## src/rtl/x1_wb_initiator.sv

```systemverilog
// x1_wb_initiator: Wishbone classic master for the Neuromorphic X1 bit array.
// It takes PROGRAM/READ requests from a host port and encodes each one as a
// command word written to a single address. For READs it polls that same
// address until a value other than the DEAD_C0DE empty marker comes back,
// then returns one response per request.
//
// Host handshakes: a request moves on a clock edge where req_valid and
// req_ready are both high. A response moves on a clock edge where rsp_valid
// and rsp_ready are both high. rsp_valid, rsp_bit and rsp_status stay stable
// until that edge. The request fields only need to be valid at the accept
// edge.
module x1_wb_initiator #(
    parameter logic [31:0] ADDR_MATCH = 32'h3000_000C,
    parameter int          POLL_GAP   = 8,
    parameter int          POLL_MAX   = 1024,
    parameter int          ACK_TMO    = 64
) (
    input  logic        wb_clk_i,
    input  logic        wb_rst_n_i,
    input  logic        req_valid,
    output logic        req_ready,
    input  logic        req_op,
    input  logic [4:0]  req_row,
    input  logic [4:0]  req_col,
    input  logic [7:0]  req_data,
    output logic        rsp_valid,
    input  logic        rsp_ready,
    output logic        rsp_bit,
    output logic [1:0]  rsp_status,
    output logic        wbm_cyc_o,
    output logic        wbm_stb_o,
    output logic        wbm_we_o,
    output logic [3:0]  wbm_sel_o,
    output logic [31:0] wbm_adr_o,
    output logic [31:0] wbm_dat_o,
    input  logic [31:0] wbm_dat_i,
    input  logic        wbm_ack_i,
    output logic [2:0]  o_dbg_state
);

    localparam int GAP_W = $clog2(POLL_GAP + 1);
    localparam int TMO_W = $clog2(ACK_TMO + 1);

    localparam logic [GAP_W-1:0] GAP_LAST   = GAP_W'(POLL_GAP - 1);
    localparam logic [TMO_W-1:0] TMO_LAST   = TMO_W'(ACK_TMO - 1);
    localparam logic [15:0]      POLL_LIMIT = 16'(POLL_MAX);
    localparam logic [31:0]      EMPTY_WORD = 32'hDEAD_C0DE;

    localparam logic [1:0] ST_OK       = 2'b00;
    localparam logic [1:0] ST_POLL_EXH = 2'b01;
    localparam logic [1:0] ST_ACK_TMO  = 2'b10;

    typedef enum logic [2:0] {
        S_IDLE = 3'd0,
        S_CMD  = 3'd1,
        S_GAP  = 3'd2,
        S_POLL = 3'd3,
        S_RSP  = 3'd4
    } state_t;

    state_t            r_state;
    state_t            w_next_state;
    logic [31:0]       r_cmd;
    logic              r_is_prog;
    logic [15:0]       r_poll_cnt;
    logic [TMO_W-1:0]  r_tmo_cnt;
    logic [GAP_W-1:0]  r_gap_cnt;
    logic              r_rsp_bit;
    logic [1:0]        r_rsp_status;

    logic              w_accept;
    logic              w_stb;
    logic              w_tmo_hit;
    logic              w_is_empty;
    logic [15:0]       w_poll_cnt_nxt;
    logic [31:0]       w_cmd;
    logic              w_rsp_load;
    logic              w_rsp_bit_nxt;
    logic [1:0]        w_rsp_status_nxt;

    // The bus is driven directly from the state so that an asynchronous
    // reset drops cyc/stb at once.
    assign w_stb       = (r_state == S_CMD) || (r_state == S_POLL);
    assign wbm_cyc_o   = w_stb;
    assign wbm_stb_o   = w_stb;
    assign wbm_we_o    = (r_state == S_CMD);
    assign wbm_sel_o   = 4'hF;
    assign wbm_adr_o   = ADDR_MATCH;
    assign wbm_dat_o   = r_cmd;
    assign req_ready   = (r_state == S_IDLE);
    assign rsp_valid   = (r_state == S_RSP);
    assign rsp_bit     = r_rsp_bit;
    assign rsp_status  = r_rsp_status;
    assign o_dbg_state = r_state;

    assign w_accept       = req_valid && (r_state == S_IDLE);
    assign w_tmo_hit      = w_stb && !wbm_ack_i && (r_tmo_cnt == TMO_LAST);
    assign w_is_empty     = (wbm_dat_i == EMPTY_WORD);
    assign w_poll_cnt_nxt = r_poll_cnt + 16'd1;
    // Command word layout: mode, row, col, twelve zero bits, then the data byte.
    // READ requests carry a zero data byte.
    assign w_cmd = {(req_op ? 2'b11 : 2'b01), req_row, req_col, 12'h000,
                    (req_op ? req_data : 8'h00)};

    // Next-state logic and the response value captured when entering RSP.
    always_comb begin
        w_next_state     = r_state;
        w_rsp_load       = 1'b0;
        w_rsp_bit_nxt    = 1'b0;
        w_rsp_status_nxt = ST_OK;
        case (r_state)
            S_IDLE: begin
                if (req_valid) w_next_state = S_CMD;
            end
            S_CMD: begin
                if (wbm_ack_i) begin
                    if (r_is_prog) begin
                        w_next_state = S_RSP;
                        w_rsp_load   = 1'b1;
                    end else begin
                        w_next_state = S_GAP;
                    end
                end else if (w_tmo_hit) begin
                    w_next_state     = S_RSP;
                    w_rsp_load       = 1'b1;
                    w_rsp_status_nxt = ST_ACK_TMO;
                end
            end
            S_GAP: begin
                if (r_gap_cnt == GAP_LAST) w_next_state = S_POLL;
            end
            S_POLL: begin
                if (wbm_ack_i) begin
                    if (!w_is_empty) begin
                        w_next_state  = S_RSP;
                        w_rsp_load    = 1'b1;
                        w_rsp_bit_nxt = wbm_dat_i[0];
                    end else if (w_poll_cnt_nxt == POLL_LIMIT) begin
                        w_next_state     = S_RSP;
                        w_rsp_load       = 1'b1;
                        w_rsp_status_nxt = ST_POLL_EXH;
                    end else begin
                        w_next_state = S_GAP;
                    end
                end else if (w_tmo_hit) begin
                    w_next_state     = S_RSP;
                    w_rsp_load       = 1'b1;
                    w_rsp_status_nxt = ST_ACK_TMO;
                end
            end
            S_RSP: begin
                if (rsp_ready) w_next_state = S_IDLE;
            end
            default: w_next_state = S_IDLE;
        endcase
    end

    // State register.
    always_ff @(posedge wb_clk_i or negedge wb_rst_n_i) begin
        if (!wb_rst_n_i) r_state <= S_IDLE;
        else             r_state <= w_next_state;
    end

    // Latch the request when it is accepted and capture the response value.
    always_ff @(posedge wb_clk_i or negedge wb_rst_n_i) begin
        if (!wb_rst_n_i) begin
            r_cmd        <= 32'h0;
            r_is_prog    <= 1'b0;
            r_rsp_bit    <= 1'b0;
            r_rsp_status <= ST_OK;
        end else begin
            if (w_accept) begin
                r_cmd     <= w_cmd;
                r_is_prog <= req_op;
            end
            if (w_rsp_load) begin
                r_rsp_bit    <= w_rsp_bit_nxt;
                r_rsp_status <= w_rsp_status_nxt;
            end
        end
    end

    // Counters. The timeout counter runs while a transfer waits and clears
    // whenever the state moves on. The gap counter runs only inside GAP. The
    // poll counter counts acked result reads of the current request.
    always_ff @(posedge wb_clk_i or negedge wb_rst_n_i) begin
        if (!wb_rst_n_i) begin
            r_tmo_cnt  <= '0;
            r_gap_cnt  <= '0;
            r_poll_cnt <= 16'd0;
        end else begin
            if (w_stb && (w_next_state == r_state)) r_tmo_cnt <= r_tmo_cnt + TMO_W'(1);
            else                                    r_tmo_cnt <= '0;

            if ((r_state == S_GAP) && (w_next_state == S_GAP)) r_gap_cnt <= r_gap_cnt + GAP_W'(1);
            else                                               r_gap_cnt <= '0;

            if (w_accept)                             r_poll_cnt <= 16'd0;
            else if ((r_state == S_POLL) && wbm_ack_i) r_poll_cnt <= w_poll_cnt_nxt;
        end
    end

endmodule
```

## config.mk

```make
export PLATFORM = sky130hd
export DESIGN_NAME = x1_wb_initiator
export DESIGN_NICKNAME = d
export VERILOG_FILES = /design/src/rtl/x1_wb_initiator.sv
export SDC_FILE = /design/constraint.sdc
export NUM_CORES = 1
export LEC_CHECK = 0
export ABC_AREA = 1
export CORE_MARGIN = 5
export CORE_UTILIZATION = 46
export CTS_CLUSTER_DIAMETER = 200
export DETAILED_ROUTE_END_ITERATION = 10
export GPL_TIMING_DRIVEN = 0
export PLACE_DENSITY = 0.88
export SLEW_MARGIN = 20
export SYNTH_ARGS = -nofsm -noshare
export SYNTH_HDL_FRONTEND = slang
export SYNTH_SLANG_ARGS = --single-unit
```

## constraint.sdc

```tcl
create_clock -name wb_clk_i -period 2.95 [get_ports wb_clk_i]
set_input_delay 0.295 -clock wb_clk_i [delete_from_list [all_inputs] [get_ports wb_clk_i]]
set_output_delay 0.295 -clock wb_clk_i [all_outputs]
set_load 0.005 [all_outputs]
```

==> results.ini, run 1 <==
[routing]
wire_per_inst_um = 12.3
dr.pass1.iters = 5
drt_iter0_drc = 201
vias = 2832
viasPerCell = 4.57
drc = 0
wl_um = 7650
antenna_left = 0

[sta]
hold_viol_final = 0
period_minus_slack_ps = 2220
fin_crit_sh_pct = 75.3
setup_viol = 0
worst_pin_slew_ps = 656
fin_worst_skew_ps = 6.83
fmax_ghz = 0.450
rsz0062_at_grt = no
slew_viol_final = 0
slew_headroom_pct = 56.3

[yosys]
syn_area_um2 = 3100
ys_warn_count = 0
synth.area.top_cells = dfrtp_1 43%, nand2_1 14%, buf_4 12%
synth_edf_count = 0
synth_top_area_cell = dfrtp_1
synth.ff_latch_count = 53
yosysSeqAreaShare_pct = 42.7
ys_types = 34
postSynth.asyncResetShare_pct = 100
synthCells = 402
synth-main-ff-cell = dfrtp_1
netlist.area_leader.share_pct = 42.7
syn_avg_cell_area_um2 = 7.72

[finish]
drive_gt1_share_pct = 15.0
fin_nets = 598
layout-area-overhead-vs-synth_pct = 38.6
fin_cells = 620
antenna_cells = 0
post-route-util_pct = 64.4

[worst_setup_path]
r2r_start = r_poll_cnt[0]
ff2ff_setup_slack_ps = 940
cpMostUsedCell = nor2_1
worstRegToRegCells = 14
cp_max_fo = 5
worstSetupPathType = reg2out
crit_chain = nor2_1, inv_1, nor2_1, clkdlybuf4s50_1
critPathMaxStageDelay_ps = 550
cp.required_ps = 2650
crit_slowest_cell = clkdlybuf4s50_1
crit_path_end_kind = output port
critPathLaunchType = register
setup.worst_path.start = o_dbg_state[2]
worst_ep_arrival_time_ps = 1930
timing.rr.end = rsp_status[0]

[cts]
cts_max_path_buffers = 2
cts.sinks = 53
clock_latency_ps = 310
clkTransAtPathRegs_ps = 100
cts-hold-fix-buffers = 0
cts_setup_buffers = 0
cts_tree = built
postCtsResizedCells = 0
htree_levels = 2
cts_buffers = 5
cts_root_buf = clkbuf_8

[pwr]
p_int_uw = 1550
p_comb_share_pct = 40.4
p_sw_uw = 788
switching_share_pct = 33.7
power_density_nw_per_um2 = 544
p_leak_uw = 0.00212
power_uw = 2340
pwr-share-seq_pct = 42.0
clkPwrFrac_pct = 17.7
ir_drop_uv = 579

[die]
die_w_um = 92.1
die_area_um2 = 8490
core_area_um2 = 6680
fp-row-count = 30
start_util_pct = 46.4
ios = 135
die_h_um = 92.1

[global_route]
grt_pass1_vias = 2987
overflow = 0
antenna_found_initial = 0
grt_pass1_wl_um = 12800
grt_start_max_net_pins = 54
grt_usage_pct = 18.1

[status]
outcome = finished clean

[placement]
numPlacedInstances = 612
gp_congestion = 0.877
portBuffers = 84
place_hpwl_um = 6080

[flow_run]
cap_violations = 0

[hold_path]
min_path_type = in2async

[worst max-delay path: cells and delay by family, from the launching register on]
kind,cells,cell delay (ps)
simple gates,2,470
flops,1,440
buf+inv,2,710
[how the worst max path moves through the flow]
stage | cells past startpoint | to | slack [ps]
floorplan | 12 | rsp_bit | 1250
global placement | 1 | r_poll_cnt[11] | -0.6
detailed placement | 14 | rsp_status[0] | 990
CTS | 4 | wbm_we_o | 720
global route | 4 | wbm_we_o | 630
finish | 4 | wbm_we_o | 730
[cell usage in the layout (no fill, tap or decap), types with 2 or more instances in the layout]
cell type and instances:
nor2_4 3, nor3b_1 2, clkbuf_1 6, nor2_2 4
nand2_2 2, buf_4 51, nor2_1 33, xor2_1 5
nand3_1 19, o22ai_1 5, nand3_2 5, buf_2 3
conb_1 48, clkdlybuf4s50_1 83, clkbuf_8 5, o21ai_0 19
nand4_1 13, a21oi_1 3, ha_1 3, nand2_1 118
nor4_1 2, nor3_1 3, or2_2 2, dfrtp_1 53
inv_1 37
[registers in the layout, summed over array words and instances, names as in the netlist]
register,flops
r_poll_cnt,16
r_gap_cnt,4
r_tmo_cnt,7
o_dbg_state,3
wbm_dat_o,19
r_is_prog,1
rsp_bit,1
rsp_status,2
[cell type report]
cell class / count / area [um^2]
Sequential cell: 53 / 1330
Inverter: 38 / 143
Clock buffer: 6 / 72.6
Clock inverter: 2 / 13.8
Tap cell: 80 / 100
Timing Repair Buffer: 84 / 838
Multi-Input combinational cell: 298 / 1390
Buffer: 59 / 413
Fill cell: 569 / 2380
[Yosys cell counts, types with 3 or more instances]
| master | instances |
|---|---|
| nor2_2 | 4 |
| buf_2 | 3 |
| buf_4 | 50 |
| nand3_2 | 5 |
| inv_1 | 37 |
| nand3_1 | 19 |
| xor2_1 | 5 |
| nor2_1 | 33 |
| a21oi_1 | 3 |
| dfrtp_1 | 53 |
| ha_1 | 3 |
| o21ai_0 | 19 |
| clkbuf_1 | 5 |
| nand2_1 | 118 |
| nor3_1 | 3 |
| nor2_4 | 3 |
| nand4_1 | 13 |
| o22ai_1 | 5 |
[metal layers]
layer / track usage [%] / vias to the layer above / routed length (um)
li1: - / 1443 / -
met1: 19.7 / 1277 / 2990
met2: 34.3 / 96 / 4010
met3: 3.86 / 16 / 500
met4: 6.56 / 0 / 144
met5: 0 / - / 0
[power groups by stage]
| stage | combinational, uW | sequential [uW] | clock [uW] |
|---|---|---|---|
| 4_1_cts | 950 | 982 | 418 |
| 2_1_floorplan | 400 | 988 | 0 |
| 6_report | 945 | 983 | 414 |
| 5_1_grt | 1040 | 1000 | 455 |
| 3_3_place_gp | 915 | 987 | 0 |
| 3_5_place_dp | 942 | 991 | 0 |
[cells by family after synthesis]
logic type	share of synthesized area [%]
AND/OR/NAND/NOR	31.3
other	0.242
flip-flops	42.7
AO/OA/AOI/OAI	5.16
buffers and inverters	17.9
XOR/XNOR	1.41
adder cells (fa/ha/maj)	1.21
[stage by stage]
step	hold WS (ps)	area, um^2	worst slack, ps	TNS [ps]
floorplan	-0.591	3280	1250	0
global placement	446	4220	-0.644	-3.19
detailed placement	378	4210	989	0
CTS	40.5	4300	725	0
global route	63.8	4300	633	0
finish	16.3	4300	728	0
No activity file was read; power rests on OpenSTA's default activity.
==> inputs of run 2 (changes only) <==
Settings changed: CORE_UTILIZATION 46 to 39, PLACE_DENSITY 0.88 to 0.8.
Clock period 2.95 ns to 1.8 ns, I/O delays scaled along.
==> run 2 against run 1 <==
  * The flow now finishes with violations (setup timing)
  * Sequential share of layout area decreased by 2.5 points
  * Critical path depth increased by 9
  * Clock skew increased by 5.9 ps
  * Largest power group is now combinational logic
  * Highest routed layer unchanged
  * Routed wire length increased by 7.5%
  * Cell area increased by 9.1%
  * First-iteration DRC count decreased by 30%
  * Register-to-register slack got worse by 1000 ps
  * Critical endpoint is now o_dbg_state[1]
==> results.ini, run 2 (same netlist as run 1, synthesis figures left out) <==
[placement]
place_hpwl_um = 6040  ; was 6080 um
portBuffers = 84  ; unchanged
pre_cts_ws_ps = -197  ; was 989 ps
gp_congestion = 0.856  ; was 0.877

[routing]
dr.pass1.iters = 4  ; was 5
wire_per_inst_um = 12.5  ; was 12.3 um
drc = 0  ; unchanged
antenna_left = 0  ; unchanged
drt_iter0_drc = 141  ; was 201
vias = 2930  ; was 2832
viasPerCell = 4.44  ; was 4.57
wl_um = 8220  ; was 7650 um

[die]
die_w_um = 99.2  ; was 92.1 um
die_area_um2 = 9840  ; was 8490 um^2
start_util_pct = 40.2  ; was 46.4%
core_area_um2 = 7730  ; was 6680 um^2
die_h_um = 99.2  ; was 92.1 um
fp-row-count = 32  ; was 30
ios = 135  ; unchanged

[sta]
tns_ps = -453  ; was 0 ps
hold_viol_final = 0  ; unchanged
rsz0062_at_grt = yes  ; was no
fin_ws_ps = -108  ; was 728 ps
slew_headroom_pct = 55.4  ; was 56.3%
fmax_ghz = 0.524
slew_viol_final = 0  ; unchanged
worst_pin_slew_ps = 670  ; was 656 ps
fin_crit_sh_pct = 106
setup_viol = 5  ; was 0
period_minus_slack_ps = 1910
fin_worst_skew_ps = 12.7  ; was 6.83 ps

[worst_setup_path]
worstRegToRegCells = 13  ; was 14
worstSetupPathType = reg2reg  ; was reg2out
worst_ep_arrival_time_ps = 2100  ; was 1930 ps
cp_max_fo = 6  ; was 5
critPathLaunchType = register  ; unchanged
crit_family = simple AND/OR/NAND/NOR gates  ; was buffers and inverters
critPathMaxStageDelay_ps = 420  ; was 550 ps
r2r_start = r_poll_cnt[0]  ; unchanged
crit_slowest_cell = dfrtp_1  ; was clkdlybuf4s50_1
ff2ff_setup_slack_ps = -110  ; was 940 ps
cp.buffers_inverters = 2  ; unchanged
timing.rr.end = o_dbg_state[1]  ; was rsp_status[0]
cp.required_ps = 2000  ; was 2650 ps
crit_chain = buf_6, nand2_4, nor2_4, nand3_2, nand2_1, nand2_1, nor2_2, nand2_2, nor2_2, nand2_2, buf_4, a21boi_2, o21ai_1  ; was nor2_1, inv_1, nor2_1, clkdlybuf4s50_1
crit_path_end_kind = register  ; was output port

[hold_path]
min_from = wbm_ack_i
min_path_type = in2reg  ; was in2async
holdPathEnd = r_tmo_cnt[6]
min_path_cells = 3

[finish]
largest_reg_flops = 19  ; unchanged
antenna_cells = 0  ; unchanged
final_common_cell = nand2_1  ; unchanged
fin_nets = 617  ; was 598
final_cell_mix = 108 x nand2_1, 80 x clkdlybuf4s50_1, 66 x buf_4  ; was 118 x nand2_1, 83 x clkdlybuf4s50_1, 53 x dfrtp_1
layout-area-overhead-vs-synth_pct = 51.2  ; was 38.6%
drive_gt1_share_pct = 25.8  ; was 15.0%

[status]
outcome = finished with violations  ; was finished clean
violations = setup timing

[pwr]
ir_drop_uv = 725  ; was 579 uV
p_leak_uw = 0.00227  ; was 0.00212 uW
power_uw = 4040  ; was 2340 uW
power_density_nw_per_um2 = 862  ; was 544 nW/um^2

[flow_run]
cap_violations = 0  ; unchanged

[cts]
htree_levels = 2  ; unchanged
cts_buffers = 5  ; unchanged
cts_tree = built  ; unchanged
cts.sinks = 53  ; unchanged
cts_max_path_buffers = 2  ; unchanged
clkTransAtPathRegs_ps = 100  ; about the same
cts_root_buf = clkbuf_8  ; unchanged
clock_latency_ps = 310  ; about the same

[global_route]
grt_pass1_vias = 2915  ; was 2987
overflow = 0  ; unchanged
grt_usage_pct = 15.9  ; was 18.1%
grt_start_max_net_pins = 54  ; unchanged
antenna_found_initial = 0  ; unchanged
grt_pass1_wl_um = 13100  ; was 12800 um

-- run 2: layout make-up --
class	count	area, um^2
Fill cell	660	3040
Timing Repair Buffer	103	998
Sequential cell	53	1330
Multi-Input combinational cell	298	1590
Inverter	38	143
Buffer	59	418
Tap cell	102	128
Clock buffer	7	86.3
-- run 2: per-stage QoR --
stage | util, % | cells | instance area [um^2] | hold WS [ps]
final | 60.7 | 660 | 4690 | 253
after global routing | 60.7 | 660 | 4690 | 282
after CTS | 58.6 | 654 | 4530 | 240
after detailed placement | 54.9 | 634 | 4240 | 267
after global placement | 54.9 | 634 | 4240 | 444
after floorplan | - | 448 | 3280 | -116
-- run 2: worst reg2reg max path: stages (launching register included) --
cell and delay (ps):
dfrtp_1 420, buf_6 150, nand2_4 60, nor2_4 160
nand3_2 110, nand2_1 80, nand2_1 80, nor2_2 120
nand2_2 60, nor2_2 140, nand2_2 80, buf_4 140
a21boi_2 130, o21ai_1 70
-- run 2: how the worst max path moves through the flow --
stage,start,endpoint,cells after the start,slack (ps)
floorplan,r_poll_cnt[0],rsp_bit,12,100
global placement,wb_rst_n_i,wbm_dat_o[2],1,-1090
detailed placement,r_poll_cnt[0],rsp_bit,12,-200
CTS,r_poll_cnt[0],rsp_status[1],14,-30
global route,r_tmo_cnt[0],r_gap_cnt[2],11,-250
finish,r_poll_cnt[0],o_dbg_state[1],13,-110
-- run 2: power breakdown --
part           switching [uW]  internal (uW)  total, uW  leakage (uW)
combinational             816            938       1750       0.00153
clock                     378            306        684     0.0000443
sequential                168           1440       1610      0.000700
-- run 2: per-layer routing --
metal	vias to the layer above	global-route usage (%)	share of wire, %
li1	1483	-	-
met5	-	0	0
met4	0	3.47	1.3
met1	1355	17.6	37
met2	81	30.2	55
met3	11	4.56	6.9
-- run 2: what timing repair did --
action                                  CTS  global route
pin swaps                                14            23
gates resized for setup                  25            40
hold buffers                              1             0
hold endpoints to repair                 53             0
setup buffers                            12             6
endpoints found under the setup margin   25            42
==> inputs of run 3 (changes only) <==
Settings changed: CAP_MARGIN set to 5, CORE_UTILIZATION 39 to 43, PLACE_DENSITY 0.8 to 0.84.
Clock period 1.8 ns to 2 ns, I/O delays scaled along.
==> run 3 against run 2 <==
  * The run now ends clean
  * Die area decreased by 8.4%
  * Highest routed layer unchanged
  * Cell area decreased by 3.1%
  * Combinational power is 14% lower
  * Largest cell class unchanged
  * Worst setup slack improved by 170 ps
  * Global-route usage increased by 0.81 points
  * Clock-buffer cell count did not move
  * Utilization increased by 3.0 points
==> results.ini, run 3 (same netlist as run 1, synthesis figures left out) <==
[global_route]
grt_pass1_vias = 2825  ; was 2915
grt_start_max_net_pins = 54  ; unchanged
grt_usage_pct = 16.8  ; was 15.9%
grt_pass1_wl_um = 12300  ; was 13100 um
antenna_found_initial = 0  ; unchanged
overflow = 0  ; unchanged

[routing]
wire_per_inst_um = 12.1  ; was 12.5 um
drt_iter0_drc = 122  ; was 141
wl_um = 7900  ; was 8220 um
viasPerCell = 4.48  ; was 4.44
drc = 0  ; unchanged
antenna_left = 0  ; unchanged
dr.pass1.iters = 4  ; unchanged
vias = 2917  ; was 2930

[sta]
slew_headroom_pct = 56.4  ; was 55.4%
fin_worst_skew_ps = 9.48  ; was 12.7 ps
slew_viol_final = 0  ; unchanged
hold_viol_final = 0  ; unchanged
rsz0062_at_grt = yes  ; unchanged
whs_ps = 288  ; was 253 ps
worst_pin_slew_ps = 654  ; was 670 ps
period_minus_slack_ps = 1940  ; was 1910 ps
fin_crit_sh_pct = 97.0  ; was 106%
setup_viol = 0  ; was 5
fmax_ghz = 0.516  ; was 0.524 GHz
fin_ws_ps = 60.9  ; was -108 ps

[finish]
drive_gt1_share_pct = 20.5  ; was 25.8%
layout-area-overhead-vs-synth_pct = 46.5  ; was 51.2%
largest_reg_flops = 19  ; unchanged
fin_nets = 610  ; was 617
antenna_cells = 0  ; unchanged
final_cell_mix = 114 x nand2_1, 83 x clkdlybuf4s50_1, 62 x buf_4  ; was 108 x nand2_1, 80 x clkdlybuf4s50_1, 66 x buf_4
final_common_cell = nand2_1  ; unchanged
fin_cells = 651  ; was 660

[cts]
htree_levels = 2  ; unchanged
cts_buffers = 5  ; unchanged
clkTransAtPathRegs_ps = 100  ; about the same
cts.sinks = 53  ; unchanged
clock_latency_ps = 310  ; about the same
cts_max_path_buffers = 2  ; unchanged
cts_tree = built  ; unchanged
cts_root_buf = clkbuf_8  ; unchanged

[placement]
portBuffers = 84  ; unchanged
gp_congestion = 0.853  ; was 0.856
pre_cts_ws_ps = 48.0  ; was -197 ps
place_hpwl_um = 6030  ; was 6040 um
numPlacedInstances = 631  ; was 634

[worst_setup_path]
ff2ff_setup_slack_ps = 60  ; was -110 ps
worst_ep_arrival_time_ps = 2140  ; was 2100 ps
critPathMaxStageDelay_ps = 430  ; was 420 ps
cp.required_ps = 2200  ; was 2000 ps
crit_slowest_cell = dfrtp_1  ; unchanged
r2r_start = r_poll_cnt[1]  ; was r_poll_cnt[0]
crit_chain = buf_4, nand3_1, nor2_2, nand3_1, nand2_1, nand2_1, nor2_1, nand2_1, nor2_2, nand2_2, a21boi_0, o21ai_1  ; was buf_6, nand2_4, nor2_4, nand3_2, nand2_1, nand2_1, nor2_2, nand2_2, nor2_2, nand2_2, buf_4, a21boi_2, o21ai_1
worstSetupPathType = reg2reg  ; unchanged
cp_max_fo = 3  ; was 6
critPathLaunchType = register  ; unchanged
timing.rr.end = o_dbg_state[1]  ; unchanged
cpMostUsedCell = nand2_1
crit_path_end_kind = register  ; unchanged
worstRegToRegCells = 12  ; was 13

[die]
fp-row-count = 31  ; was 32
ios = 135  ; unchanged
start_util_pct = 43.5  ; was 40.2%
die_h_um = 95.0  ; was 99.2 um
core_area_um2 = 7140  ; was 7730 um^2
die_area_um2 = 9020  ; was 9840 um^2
die_w_um = 95.0  ; was 99.2 um

[hold_path]
holdPathEnd = r_tmo_cnt[6]  ; unchanged
min_from = wbm_ack_i  ; unchanged
min_path_type = in2reg  ; unchanged
min_path_cells = 3  ; unchanged

[pwr]
power_uw = 3650  ; was 4040 uW
p_leak_uw = 0.00223  ; was 0.00227 uW
power_density_nw_per_um2 = 803  ; was 862 nW/um^2
ir_drop_uv = 639  ; was 725 uV

[status]
outcome = finished clean  ; was finished with violations

[flow_run]
cap_violations = 0  ; unchanged

run 3: changes by cell type in the layout (fill, tap and decap cells not counted), moves of 3 or more:
cell / delta
nand2_2: -6
clkdlybuf4s50_1: +3
nand3_1: +4
buf_4: -4
nor2_2: -9
nor2_1: +10
buf_6: -3
nand2_1: +6
run 3: how the worst max path moves through the flow:
stage | endpoint | slack [ps] | cells past startpoint | start
after floorplan | rsp_bit | 300 | 12 | r_poll_cnt[0]
after CTS | wbm_we_o | 1 | 4 | o_dbg_state[2]
final | o_dbg_state[1] | 60 | 12 | r_poll_cnt[1]
after global placement | r_poll_cnt[9] | -850 | 1 | wb_rst_n_i
after detailed placement | rsp_status[1] | 50 | 14 | r_poll_cnt[0]
after global routing | o_dbg_state[1] | -50 | 12 | r_poll_cnt[0]
run 3: area by class of cell:
cell class | count | area [um^2]
multi-input combinational | 298 | 1500
fill | 600 | 2590
inverter | 38 | 143
sequential | 53 | 1330
clock inverter | 1 | 8.76
tap | 99 | 124
buffer | 59 | 413
clock buffer | 7 | 96.3
timing repair buffer | 96 | 931
run 3: critical path, delay by kind of cell, from the launching register on:
| kind | cells | cell delay [ps] |
|---|---|---|
| flops | 1 | 430 |
| buf+inv | 1 | 140 |
| simple gates | 9 | 930 |
| compound gates | 2 | 310 |
run 3: through the flow:
| step | area [um^2] | TNS, ps | util (%) |
|---|---|---|---|
| 2_1_floorplan | 3280 | 0 | - |
| 3_3_place_gp | 4240 | -44720 | 59.4 |
| 3_5_place_dp | 4240 | 0 | 59.4 |
| 4_1_cts | 4360 | 0 | 61.1 |
| 5_1_grt | 4550 | -163 | 63.7 |
| 6_report | 4550 | 0 | 63.7 |
run 3: timing repair:
| item | in CTS | in global routing |
|---|---|---|
| cloned | 0 | 0 |
| hold endpoints to repair | 53 | 0 |
| hold buffers | 1 | 0 |
| endpoints found under the setup margin | 1 | 10 |
| pin swaps | 0 | 12 |
| resized for setup | 2 | 27 |
| setup buffers | 0 | 11 |
run 3: power breakdown:
part	total [uW]	internal (uW)	switching, uW
logic	1510	817	690
clock network	683	320	362
registers	1460	1300	166
total	3650	2430	1220
run 3: metal layers:
metal | GRT usage (%) | wire (um) | vias to the layer above
met5 | 0 | 0 | -
met4 | 4.33 | 78 | 0
met1 | 19.6 | 3190 | 1339
met3 | 3.67 | 517 | 8
li1 | - | - | 1474
met2 | 30.8 | 4120 | 96
